## src/rtl/circ_shreg_pkg.sv

```systemverilog
// Shared definitions for the circular shift register: clog2 helper, default tap list, FSM states.
package circ_shreg_pkg;

    function automatic int clog2(input int n);
        int r;
        r = 0;
        while ((1 << r) < n) r++;
        return r;
    endfunction

    // Tap k sits at bits [k*4 +: 4]; taps 0..6 read slots 0,13,3,14,2,15,1.
    localparam logic [27:0] TAP_IDX_DEFAULT = {4'd1, 4'd15, 4'd2, 4'd14, 4'd3, 4'd13, 4'd0};

    typedef enum logic {
        IDLE = 1'b0,
        ROT  = 1'b1
    } state_t;

endpackage

```

## src/rtl/circ_rot_step.sv

```systemverilog
// Combinational left rotator over the slot array: slot[i] takes slot[(i+k) mod DEPTH], k in 0..MAX_STEP.
module circ_rot_step
    import circ_shreg_pkg::*;
#(
    parameter int BIT_WIDTH = 32,
    parameter int DEPTH     = 16,
    parameter int MAX_STEP  = 5,
    localparam int AW       = clog2(DEPTH)
) (
    input  logic [DEPTH-1:0][BIT_WIDTH-1:0] slots_i,
    input  logic [AW-1:0]                   step_i,
    output logic [DEPTH-1:0][BIT_WIDTH-1:0] slots_o
);

    always_comb begin
        slots_o = slots_i;
        for (int k = 1; k <= MAX_STEP; k++) begin
            if (step_i == AW'(k)) begin
                for (int i = 0; i < DEPTH; i++) begin
                    slots_o[AW'(i)] = slots_i[AW'((i + k) % DEPTH)];
                end
            end
        end
    end

endmodule

```

## src/rtl/circ_shreg.sv

```systemverilog
// Circular shift register with multi-cycle rotate commands, insert, clear and fixed taps.
// Define CIRC_SHREG_POS_EN to build the accumulated-rotation counter (pos) and its wrap pulse.
module circ_shreg
    import circ_shreg_pkg::*;
#(
    parameter int BIT_WIDTH = 32,
    parameter int DEPTH     = 16,
    parameter int NUM_TAP   = 7,
    parameter int MAX_STEP  = 5,
    parameter logic [NUM_TAP*clog2(DEPTH)-1:0] TAP_IDX = TAP_IDX_DEFAULT,
    localparam int AW       = clog2(DEPTH)
) (
    input  logic                         clk,
    input  logic                         rst_n,
    // Handshake: a command transfers on a rising edge where cmd_valid && cmd_ready;
    // the payload is captured there and cmd_ready stays low until its final step.
    input  logic                         cmd_valid,
    output logic                         cmd_ready,
    input  logic [AW-1:0]                cmd_shamt,
    input  logic                         cmd_ins,
    input  logic                         cmd_clr,
    input  logic [BIT_WIDTH-1:0]         in_data,
    output logic [NUM_TAP*BIT_WIDTH-1:0] tap_data,
    output logic                         done,
    output logic [AW-1:0]                pos,
    output logic                         wrap,
    output state_t                       fsm_state_o
);

    localparam logic [AW-1:0] MAX_STEP_W = AW'(MAX_STEP);

    typedef logic [DEPTH-1:0][BIT_WIDTH-1:0] slots_t;

    state_t               state_q, state_d;
    slots_t               slots_q, slots_d, slots_rot;
    logic [AW-1:0]        rem_q, rem_d, cur_rem, step;
    logic                 ins_q, ins_d, cur_ins;
    logic [BIT_WIDTH-1:0] data_q, data_d, cur_data;
    logic                 done_q, done_d;
    logic                 accept, clr_go, active, last;

    assign cmd_ready   = (state_q == IDLE);
    assign accept      = cmd_valid && cmd_ready;
    assign clr_go      = accept && cmd_clr;
    assign active      = accept ? !cmd_clr : (state_q == ROT);
    assign fsm_state_o = state_q;

    // The first step runs straight from the command inputs; later steps use the captured copy.
    assign cur_rem  = (state_q == IDLE) ? cmd_shamt : rem_q;
    assign cur_ins  = (state_q == IDLE) ? cmd_ins   : ins_q;
    assign cur_data = (state_q == IDLE) ? in_data   : data_q;
    assign last     = (cur_rem <= MAX_STEP_W);
    assign step     = last ? cur_rem : MAX_STEP_W;

    circ_rot_step #(
        .BIT_WIDTH (BIT_WIDTH),
        .DEPTH     (DEPTH),
        .MAX_STEP  (MAX_STEP)
    ) u_rot (
        .slots_i (slots_q),
        .step_i  (step),
        .slots_o (slots_rot)
    );

    always_comb begin
        state_d = state_q;
        slots_d = slots_q;
        rem_d   = rem_q;
        ins_d   = ins_q;
        data_d  = data_q;
        done_d  = 1'b0;
        if (clr_go) begin
            slots_d = '0;
            done_d  = 1'b1;
        end else if (active) begin
            slots_d = slots_rot;
            if (last && cur_ins) begin
                slots_d[DEPTH-1] = cur_data;
            end
            rem_d   = cur_rem - step;
            ins_d   = cur_ins;
            data_d  = cur_data;
            done_d  = last;
            state_d = last ? IDLE : ROT;
        end
    end

    always_ff @(posedge clk) begin
        if (!rst_n) begin
            state_q <= IDLE;
            slots_q <= '0;
            rem_q   <= '0;
            ins_q   <= 1'b0;
            data_q  <= '0;
            done_q  <= 1'b0;
        end else begin
            state_q <= state_d;
            slots_q <= slots_d;
            rem_q   <= rem_d;
            ins_q   <= ins_d;
            data_q  <= data_d;
            done_q  <= done_d;
        end
    end

    assign done = done_q;

    for (genvar k = 0; k < NUM_TAP; k++) begin : g_tap
        assign tap_data[k*BIT_WIDTH +: BIT_WIDTH] = slots_q[TAP_IDX[k*AW +: AW]];
    end

`ifdef CIRC_SHREG_POS_EN
    logic [AW-1:0] pos_q, pos_d;
    logic          wrap_acc_q, wrap_acc_d, wrap_q, wrap_d;
    logic [AW:0]   pos_sum;

    // wrap_acc remembers a carry from any earlier step of the same command.
    always_comb begin
        pos_sum    = {1'b0, pos_q} + {1'b0, step};
        pos_d      = pos_q;
        wrap_acc_d = wrap_acc_q;
        wrap_d     = 1'b0;
        if (clr_go) begin
            pos_d      = '0;
            wrap_acc_d = 1'b0;
        end else if (active) begin
            pos_d      = pos_sum[AW-1:0];
            wrap_acc_d = pos_sum[AW] | ((state_q == ROT) && wrap_acc_q);
            wrap_d     = last && wrap_acc_d;
        end
    end

    always_ff @(posedge clk) begin
        if (!rst_n) begin
            pos_q      <= '0;
            wrap_acc_q <= 1'b0;
            wrap_q     <= 1'b0;
        end else begin
            pos_q      <= pos_d;
            wrap_acc_q <= wrap_acc_d;
            wrap_q     <= wrap_d;
        end
    end

    assign pos  = pos_q;
    assign wrap = wrap_q;
`else
    assign pos  = '0;
    assign wrap = 1'b0;
`endif

endmodule

```

## config.mk

```make
export PLATFORM = sky130hd
export DESIGN_NAME = circ_shreg
export DESIGN_NICKNAME = d
export VERILOG_FILES = /design/src/rtl/circ_shreg_pkg.sv /design/src/rtl/circ_rot_step.sv /design/src/rtl/circ_shreg.sv
export SDC_FILE = /design/constraint.sdc
export NUM_CORES = 1
export LEC_CHECK = 0
export CAP_MARGIN = 30
export CORE_MARGIN = 2
export CORE_UTILIZATION = 39
export DETAILED_ROUTE_END_ITERATION = 8
export PLACE_DENSITY = 0.81
export SLEW_MARGIN = 5
export SYNTH_ARGS = -nofsm -noshare
export SYNTH_HDL_FRONTEND = slang
export SYNTH_SLANG_ARGS = --single-unit
```

## constraint.sdc

```tcl
create_clock -name clk -period 3.15 [get_ports clk]
set_input_delay 0.315 -clock clk [delete_from_list [all_inputs] [get_ports clk]]
set_output_delay 0.315 -clock clk [all_outputs]
set_load 0.01 [all_outputs]
```

==> run_results.csv, run 1 <==
group,metric,value,unit
cells_and_area,fin_cells,847,
sta,rsz0062_at_grt,"no",
die,dieHeight,120,um
clock_tree,clk_pin_slew,0.06,ns
die,die_w,120,um
drt,wl,11.5,mm
placement,port_buffers,203,
synth,async_reset_ff_share,0,%
clock_tree,root_buffer,"clkbuf_16",
die,initial_core_util,39.9,%
synth,postSynthCellCount,627,
cells_and_area,multi_input_area,2100,um2
power_and_ir_drop,peakVddDrop,0.266,mV
sta,fmax,376,MHz
sta,finalCritPeriodShare,84.5,%
synth,synth-seq-area-share,29.3,%
sta,tns,0,ns
cells_and_area,final_util,48.2,%
global_routing,grt_max_degree,40,
cells_and_area,diodes,0,
critical_path,worstSetupStartpointType,"flop",
synth,synth_edf_count,0,
critical_path,criticalPathCategory,"reg -> out",
clock_tree,htree_levels,3,
placement,gp_congestion,0.919,
worst_hold_path,hold_path_class,"reg -> reg",
clock_tree,numCtsBuffers,9,
cells_and_area,areaGrowthSynthToFinish,20.8,%
critical_path,path_cells,"buf_4 > buf_4 > inv_1 > clkdlybuf4s50_1",
critical_path,required,2.83,ns
synth,syn_area,5260,um2
synth,synth_cell_types,44,
drt,drt_pass1_iterations,4,
die,die-area,14400,um2
sta,hold_violations,0,
run_status,status,"finished clean",
clock_tree,insertion_delay,0.33,ns
critical_path,cpMaxStageDelayCell,"clkdlybuf4s50_1",
global_routing,track_usage,15.0,%
clock_tree,cts_max_path_buffers,2,
drt,postRouteAntennaNets,0,
sta,drv_slew,0,
placement,dp_hpwl,8.11,mm
global_routing,grt_pass1_wl,17.5,mm
synth,synth_warnings,0,
sta,slew_headroom,38.5,%
synth,synth-seq-cells,77,
synth,synth.area.top_cells,"buf_4, dfxtp_1, mux2i_1, nand2_1, a21boi_0",
drt,drt_iter0_drc,200,
critical_path,critPathCaptureType,"output port",
synth,synth_top_cell_area_share,32.7,%
critical_path,cpMostUsedCell,"buf_4",
drt,drcViolationCount,0,
critical_path,cp.arrival,2.35,ns
cells_and_area,layout-drive-gt1-share,6.56,%
cells_and_area,final_nets,708,
clock_tree,cts_setup_buffers,0,
global_routing,grt-ovfl-total,0,
power_and_ir_drop,p_per_area,396,nW/um2
cells_and_area,seqCellArea,1540,um2
critical_path,slowest_delay,0.55,ns
clock_tree,cts_tree,"built",
global_routing,antenna_found_initial,0,
clock_tree,ctsHoldBuffers,0,
synth,ys.flop_type,"dfxtp_1",
sta,fin_worst_skew,0.00670,ns
power_and_ir_drop,p_leak,2.23,nW
die,core_area,13200,um2
critical_path,path_max_fanout,29,
sta,tightest_slew,0.919,ns
die,num_rows,42,
die,ios,273,
job,cap_violations,0,
sta,period_needed,2.66,ns
placement,dp_cells,829,
drt,post_drt_wl_per_cell,13.6,um
synth,synth_top_area_cell,"buf_4",
drt,vias,3919,
drt,vias_per_cell,4.63,
global_routing,grt_pass1_vias,3392,
clock_tree,cts_resized,0,
cells_and_area,n_fill_cell,1262,
sta,setup_viol,0,
clock_tree,cts.sinks,77,
synth,synth_area_per_cell,8.39,um2
[stage by stage]
| stage | setup WS [ns] | total power [mW] | instance area [um2] | hold slack [ns] |
|---|---|---|---|---|
| 3_5_place_dp | 0.287 | 1.56 | 6040 | 0.456 |
| 2_1_floorplan | 1.02 | 1.46 | 5510 | 0.443 |
| 3_3_place_gp | 0.339 | 1.55 | 6040 | 0.449 |
| 5_1_grt | 0.350 | 2.62 | 6350 | 0.479 |
| 4_1_cts | 0.448 | 2.53 | 6320 | 0.465 |
| 6_report | 0.488 | 2.51 | 6350 | 0.461 |
[cell usage after synthesis, types with 3 or more instances]
| cell type | count |
|---|---|
| nor3_1 | 5 |
| inv_1 | 3 |
| mux2i_1 | 37 |
| a21boi_0 | 37 |
| nor2_1 | 5 |
| nor4_1 | 3 |
| or4_1 | 3 |
| nand3_1 | 4 |
| mux2_2 | 4 |
| buf_6 | 3 |
| a21oi_1 | 38 |
| clkbuf_1 | 19 |
| a211oi_1 | 32 |
| dfxtp_1 | 77 |
| o21ai_0 | 6 |
| buf_4 | 229 |
| nand2_1 | 81 |
| buf_2 | 9 |
[worst paths after layout]
path / startpoint / cells past startpoint / slack [ns] / endpoint
max: fsm_state_o / 4 / 0.49 / cmd_ready
min: data_q[31] / 2 / 0.46 / data_q[31]
max reg2reg: fsm_state_o / 5 / 0.49 / tap_data[186]
min reg2reg: data_q[31] / 2 / 0.46 / data_q[31]
[per-layer routing]
metal	global-route usage, %	routed length (um)
met5	0	0
met4	6.03	169
met3	2.66	823
met2	25.7	5550
met1	18.5	4940
[logic make-up after synthesis]
| group | count (synthesis) | share of synthesized area [%] |
|---|---|---|
| flops | 77 | 29.3 |
| fa+ha+maj | 1 | 0.238 |
| other cells | 1 | 0.0713 |
| buf+inv | 263 | 35.8 |
| simple gates | 112 | 9.49 |
| mux | 41 | 7.90 |
| compound gates | 132 | 17.2 |
[report_power, final]
group          total, mW  switching (mW)  leakage (nW)  internal, mW
registers           1.04          0.0278         0.627          1.01
clock network      0.975           0.431         0.138         0.543
logic              0.497           0.260          1.47         0.236
total               2.51           0.720          2.23          1.79
[critical path: cells and delay by family, from the launching register on]
family                 cells  cell delay [ns]
buffers and inverters      4             1.50
flip-flops                 1             0.52
[state kept, by name, indices dropped and copies added, names as in the netlist]
register	count
data_q	32
done	1
slots_q	2
tap_data	36
ins_q	1
rem_q	4
fsm_state_o	1
[placed cells by master (no fill, tap or decap), drive strengths merged, types with 6 or more instances in the layout]
master / n
nor3: 6
o21ai: 6
a211oi: 33
nand2: 81
a21oi: 38
buf: 17
mux2i: 37
clkbuf: 9
inv: 6
a21boi: 37
conb: 69
dfxtp: 77
clkdlybuf4s50: 203
[area by class of cell]
cell class	instances	share of cell area [%]
timing repair buffer	220	34.6
multi-input combinational	355	33.0
tap	176	3.47
clock buffer	9	3.55
clock inverter	7	0.867
inverter	3	0.177
sequential	77	24.3
(Power assumes the default switching activity.)
==> run 2: changes to the inputs <==
Clock period 3.15 ns to 2.5 ns, I/O delays scaled along.
==> run_results.csv, run 2 (synthesized netlist as in run 1, its figures left out) <==
group,metric,value,unit
run_status,status,"finished clean",
global_routing,grt_pass1_wl,17.9,mm
cells_and_area,most-common-layout-cells,"clkdlybuf4s50_1, nand2_1, dfxtp_1",
drt,drt_pass1_iterations,4,
critical_path,criticalPathCategory,"reg -> reg",
clock_tree,numCtsBuffers,9,
placement,placedInstanceArea,6110,um2
drt,postRouteAntennaNets,0,
die,core_area,13200,um2
power_and_ir_drop,p_per_area,524,nW/um2
clock_tree,root_buffer,"clkbuf_16",
power_and_ir_drop,peakVddDrop,0.400,mV
critical_path,cpMaxStageDelayCell,"dfxtp_2",
drt,post_drt_wl_per_cell,13.7,um
die,dieHeight,120,um
critical_path,worstSetupStartpointType,"flop",
sta,tns,0,ns
drt,wl,11.7,mm
cells_and_area,largest_reg_flops,36,
clock_tree,cts_tree,"built",
cells_and_area,layout-drive-gt1-share,7.39,%
cells_and_area,final_util,48.9,%
drt,drcViolationCount,0,
cells_and_area,final_nets,714,
critical_path,path_max_fanout,22,
drt,vias,3882,
clock_tree,htree_levels,3,
clock_tree,cts_max_path_buffers,2,
placement,port_buffers,203,
sta,tightest_slew,0.751,ns
cells_and_area,diodes,0,
die,ios,273,
placement,dp_hpwl,8.16,mm
placement,pre_cts_ws,0.147,ns
cells_and_area,areaGrowthSynthToFinish,22.6,%
clock_tree,cts_setup_buffers,0,
critical_path,path_delay_family,"simple AND/OR/NAND/NOR gates",
clock_tree,ctsHoldBuffers,0,
sta,rsz0062_at_grt,"no",
clock_tree,cts_resized,0,
sta,fmax,452,MHz
sta,setup_viol,0,
cells_and_area,finalInstanceArea,6450,um2
cells_and_area,final_common_cell,"clkdlybuf4s50_1",
sta,fin_worst_skew,0.00732,ns
die,initial_core_util,39.9,%
global_routing,grt_max_degree,40,
power_and_ir_drop,p_leak,2.28,nW
job,cap_violations,0,
critical_path,critPathCaptureType,"flop",
global_routing,track_usage,15.4,%
clock_tree,insertion_delay,0.33,ns
critical_path,cp_num_buf_inv,0,
die,num_rows,42,
global_routing,antenna_found_initial,0,
sta,finalWorstSetupSlack,0.289,ns
drt,vias_per_cell,4.55,
power_and_ir_drop,power,3.38,mW
drt,drt_iter0_drc,181,
critical_path,regToRegSetupSlack,0.29,ns
global_routing,grt-ovfl-total,0,
clock_tree,clk_pin_slew,0.06,ns
placement,gp_congestion,0.866,
sta,slew_headroom,49.7,%
critical_path,slowest_delay,0.58,ns
worst_hold_path,hold_path_class,"reg -> reg",
clock_tree,cts.sinks,77,
die,die_w,120,um
sta,drv_slew,0,
critical_path,cp.arrival,2.42,ns
global_routing,grt_pass1_vias,3345,
sta,hold_violations,0,
die,die-area,14400,um2
critical_path,path_cells,"nor3_1 > nor2_1 > nand2_1 > ha_1 > or4_1 > o2111ai_1 > a21boi_0",
sta,period_needed,2.21,ns
sta,finalCritPeriodShare,88.4,%
critical_path,required,2.71,ns
## run 2: cell types whose count changed in the layout (fill, tap and decap cells not counted), sizes merged
| cell | before | now |
|---|---|---|
| buf | 17 | 23 |
| bufinv | 0 | 2 |
| clkbuf | 9 | 11 |
| clkinv | 3 | 1 |
| inv | 6 | 4 |
## run 2: final timing paths
path	cells past startpoint	to	start
worst max register to register	7	rem_q[2]	fsm_state_o
worst max-delay path	7	rem_q[2]	fsm_state_o
worst min-delay path	2	data_q[3]	data_q[3]
worst min register to register	2	data_q[3]	data_q[3]
## run 2: stage by stage
stage | hold WS [ns] | std cells
final | 0.462 | 853
after global routing | 0.477 | 853
after CTS | 0.465 | 853
after detailed placement | 0.457 | 837
after global placement | 0.449 | 837
after floorplan | 0.395 | 695
## run 2: layout make-up
class	instances	area, um2
inverter	3	11.3
clock buffer	11	253
tap	176	220
multi-input combinational	355	2100
timing repair buffer	226	2240
clock inverter	5	81.3
fill	1248	6740
sequential	77	1540
## run 2: layer usage
metal / GRT usage, % / vias up / routed length (um)
met2: 26.1 / 175 / 5690
met4: 5.22 / 0 / 195
met1: 19.0 / 1773 / 4870
met5: 0 / - / 0
li1: - / 1920 / -
met3: 3.85 / 14 / 902
## run 2: worst min-delay path: stages, from the launching register on
cell	delay [ns]
dfxtp_1	0.30
nand2_1	0.05
a21boi_0	0.06
## run 2: power breakdown
part	leakage (nW)	total, mW	switching [mW]	internal, mW
clock	0.162	1.43	0.501	0.930
sequential	0.627	1.31	0.0346	1.28
combinational	1.49	0.635	0.331	0.304
total	2.28	3.38	0.867	2.51
==> run 3: changes to the inputs <==
Settings changed: CORE_MARGIN 2 to not set.
Clock period 2.5 ns to 2.7 ns, I/O delays scaled along.
==> run_results.csv, run 3 (synthesized netlist as in run 1, its figures left out) <==
group,metric,value,unit
worst_hold_path,hold_path_class,"reg -> reg",
drt,wl_met3,712,um
drt,wl_met1,4.88,mm
placement,gp_congestion,0.887,
global_routing,antenna_found_initial,0,
sta,fin_worst_skew,0.0111,ns
placement,port_buffers,203,
run_status,status,"finished clean",
die,die-area,14000,um2
critical_path,path_max_fanout,18,
drt,wl_met2,5.61,mm
job,cap_violations,0,
global_routing,grt_max_degree,40,
sta,tns,0,ns
sta,finalCritPeriodShare,83.5,%
cells_and_area,final_util,48.3,%
worst_hold_path,holdPathEnd,"data_q[16]",
critical_path,criticalPathCategory,"reg -> reg",
clock_tree,cts_tree,"built",
cells_and_area,n_fill_cell,1273,
drt,vias,3922,
sta,tightest_slew,1.03,ns
global_routing,track_usage,15.7,%
drt,vias_per_cell,4.60,
die,initial_core_util,39.9,%
cells_and_area,layout-drive-gt1-share,6.95,%
cells_and_area,diodes,0,
critical_path,reg2regPathDepth,7,
power_and_ir_drop,peakVddDrop,0.286,mV
sta,slew_headroom,30.8,%
critical_path,critPathCaptureType,"flop",
clock_tree,clk_pin_slew,0.06,ns
clock_tree,numCtsBuffers,9,
worst_hold_path,min_path_cells,2,
drt,postRouteAntennaNets,0,
power_and_ir_drop,p_leak,2.25,nW
clock_tree,htree_levels,3,
global_routing,grt-ovfl-total,0,
clock_tree,cts_setup_buffers,0,
die,core_area,13200,um2
drt,drt_iter0_drc,195,
sta,hold_violations,0,
drt,wl,11.4,mm
critical_path,worstSetupStartpointType,"flop",
die,ios,273,
drt,drt_pass1_iterations,5,
cells_and_area,final_nets,713,
placement,dp_hpwl,8.10,mm
global_routing,grt_pass1_wl,17.9,mm
worst_hold_path,min_from,"data_q[16]",
power_and_ir_drop,p_per_area,465,nW/um2
drt,post_drt_wl_per_cell,13.4,um
critical_path,required,2.91,ns
clock_tree,cts_max_path_buffers,2,
clock_tree,insertion_delay,0.32,ns
cells_and_area,largest_reg_flops,36,
sta,rsz0062_at_grt,"no",
die,dieHeight,118,um
critical_path,timing.rr.start,"fsm_state_o",
sta,period_needed,2.26,ns
clock_tree,root_buffer,"clkbuf_16",
critical_path,cp.arrival,2.46,ns
drt,drcViolationCount,0,
cells_and_area,most-common-layout-cells,"clkdlybuf4s50_1, nand2_1, dfxtp_1",
global_routing,grt_pass1_vias,3467,
sta,setup_viol,0,
die,die_w,118,um
die,num_rows,42,
drt,highest_layer,"met4",
cells_and_area,final_common_cell,"clkdlybuf4s50_1",
critical_path,r2r_end,"rem_q[2]",
clock_tree,cts_resized,0,
clock_tree,ctsHoldBuffers,0,
cells_and_area,areaGrowthSynthToFinish,21.2,%
sta,fmax,443,MHz
critical_path,regToRegSetupSlack,0.44,ns
sta,drv_slew,0,
clock_tree,cts.sinks,77,
-- run 3: cell type report --
class / count / area, um2 / area share (%)
timing repair buffer: 225 / 2210 / 34.7
clock inverter: 5 / 58.8 / 0.923
multi-input combinational: 355 / 2100 / 32.9
inverter: 3 / 11.3 / 0.177
tap: 176 / 220 / 3.46
sequential: 77 / 1540 / 24.2
clock buffer: 11 / 233 / 3.65
-- run 3: power breakdown --
part / internal (mW) / switching [mW] / total (mW)
logic: 0.276 / 0.305 / 0.580
clock network: 0.718 / 0.452 / 1.17
registers: 1.18 / 0.0323 / 1.22
-- run 3: critical path: stages (launching register included) --
cell	delay [ns]
dfxtp_2	0.57
nor3_1	0.23
nor2_1	0.30
nand2_1	0.10
ha_1	0.21
or4_1	0.51
o2111ai_1	0.11
a21boi_0	0.11
-- run 3: through the flow --
stage | area (um2) | total power [mW] | std cells | hold slack (ns) | setup slack (ns)
after floorplan | 5510 | 1.70 | 695 | 0.415 | 0.573
after global placement | 6080 | 1.81 | 836 | 0.449 | 0.331
after detailed placement | 6080 | 1.82 | 836 | 0.456 | 0.289
after CTS | 6370 | 3.00 | 852 | 0.464 | 0.454
after global routing | 6370 | 3.10 | 852 | 0.490 | 0.298
final | 6370 | 2.97 | 852 | 0.461 | 0.445
-- run 3: worst max-delay path by stage --
stage,slack (ns),depth (start not counted),startpoint,to
after floorplan,0.57,7,fsm_state_o,rem_q[2]
after global placement,0.33,8,cmd_shamt[1],rem_q[2]
after detailed placement,0.29,8,cmd_shamt[2],rem_q[2]
after CTS,0.45,7,fsm_state_o,rem_q[2]
after global routing,0.30,7,fsm_state_o,rem_q[2]
final,0.44,7,fsm_state_o,rem_q[2]
-- run 3: per-layer routing --
metal  global-route usage [%]  vias to the layer above
met5                        0                        -
met1                     19.4                     1828
met4                     5.29                        0
li1                         -                     1913
met3                     3.29                       17
met2                     26.9                      164
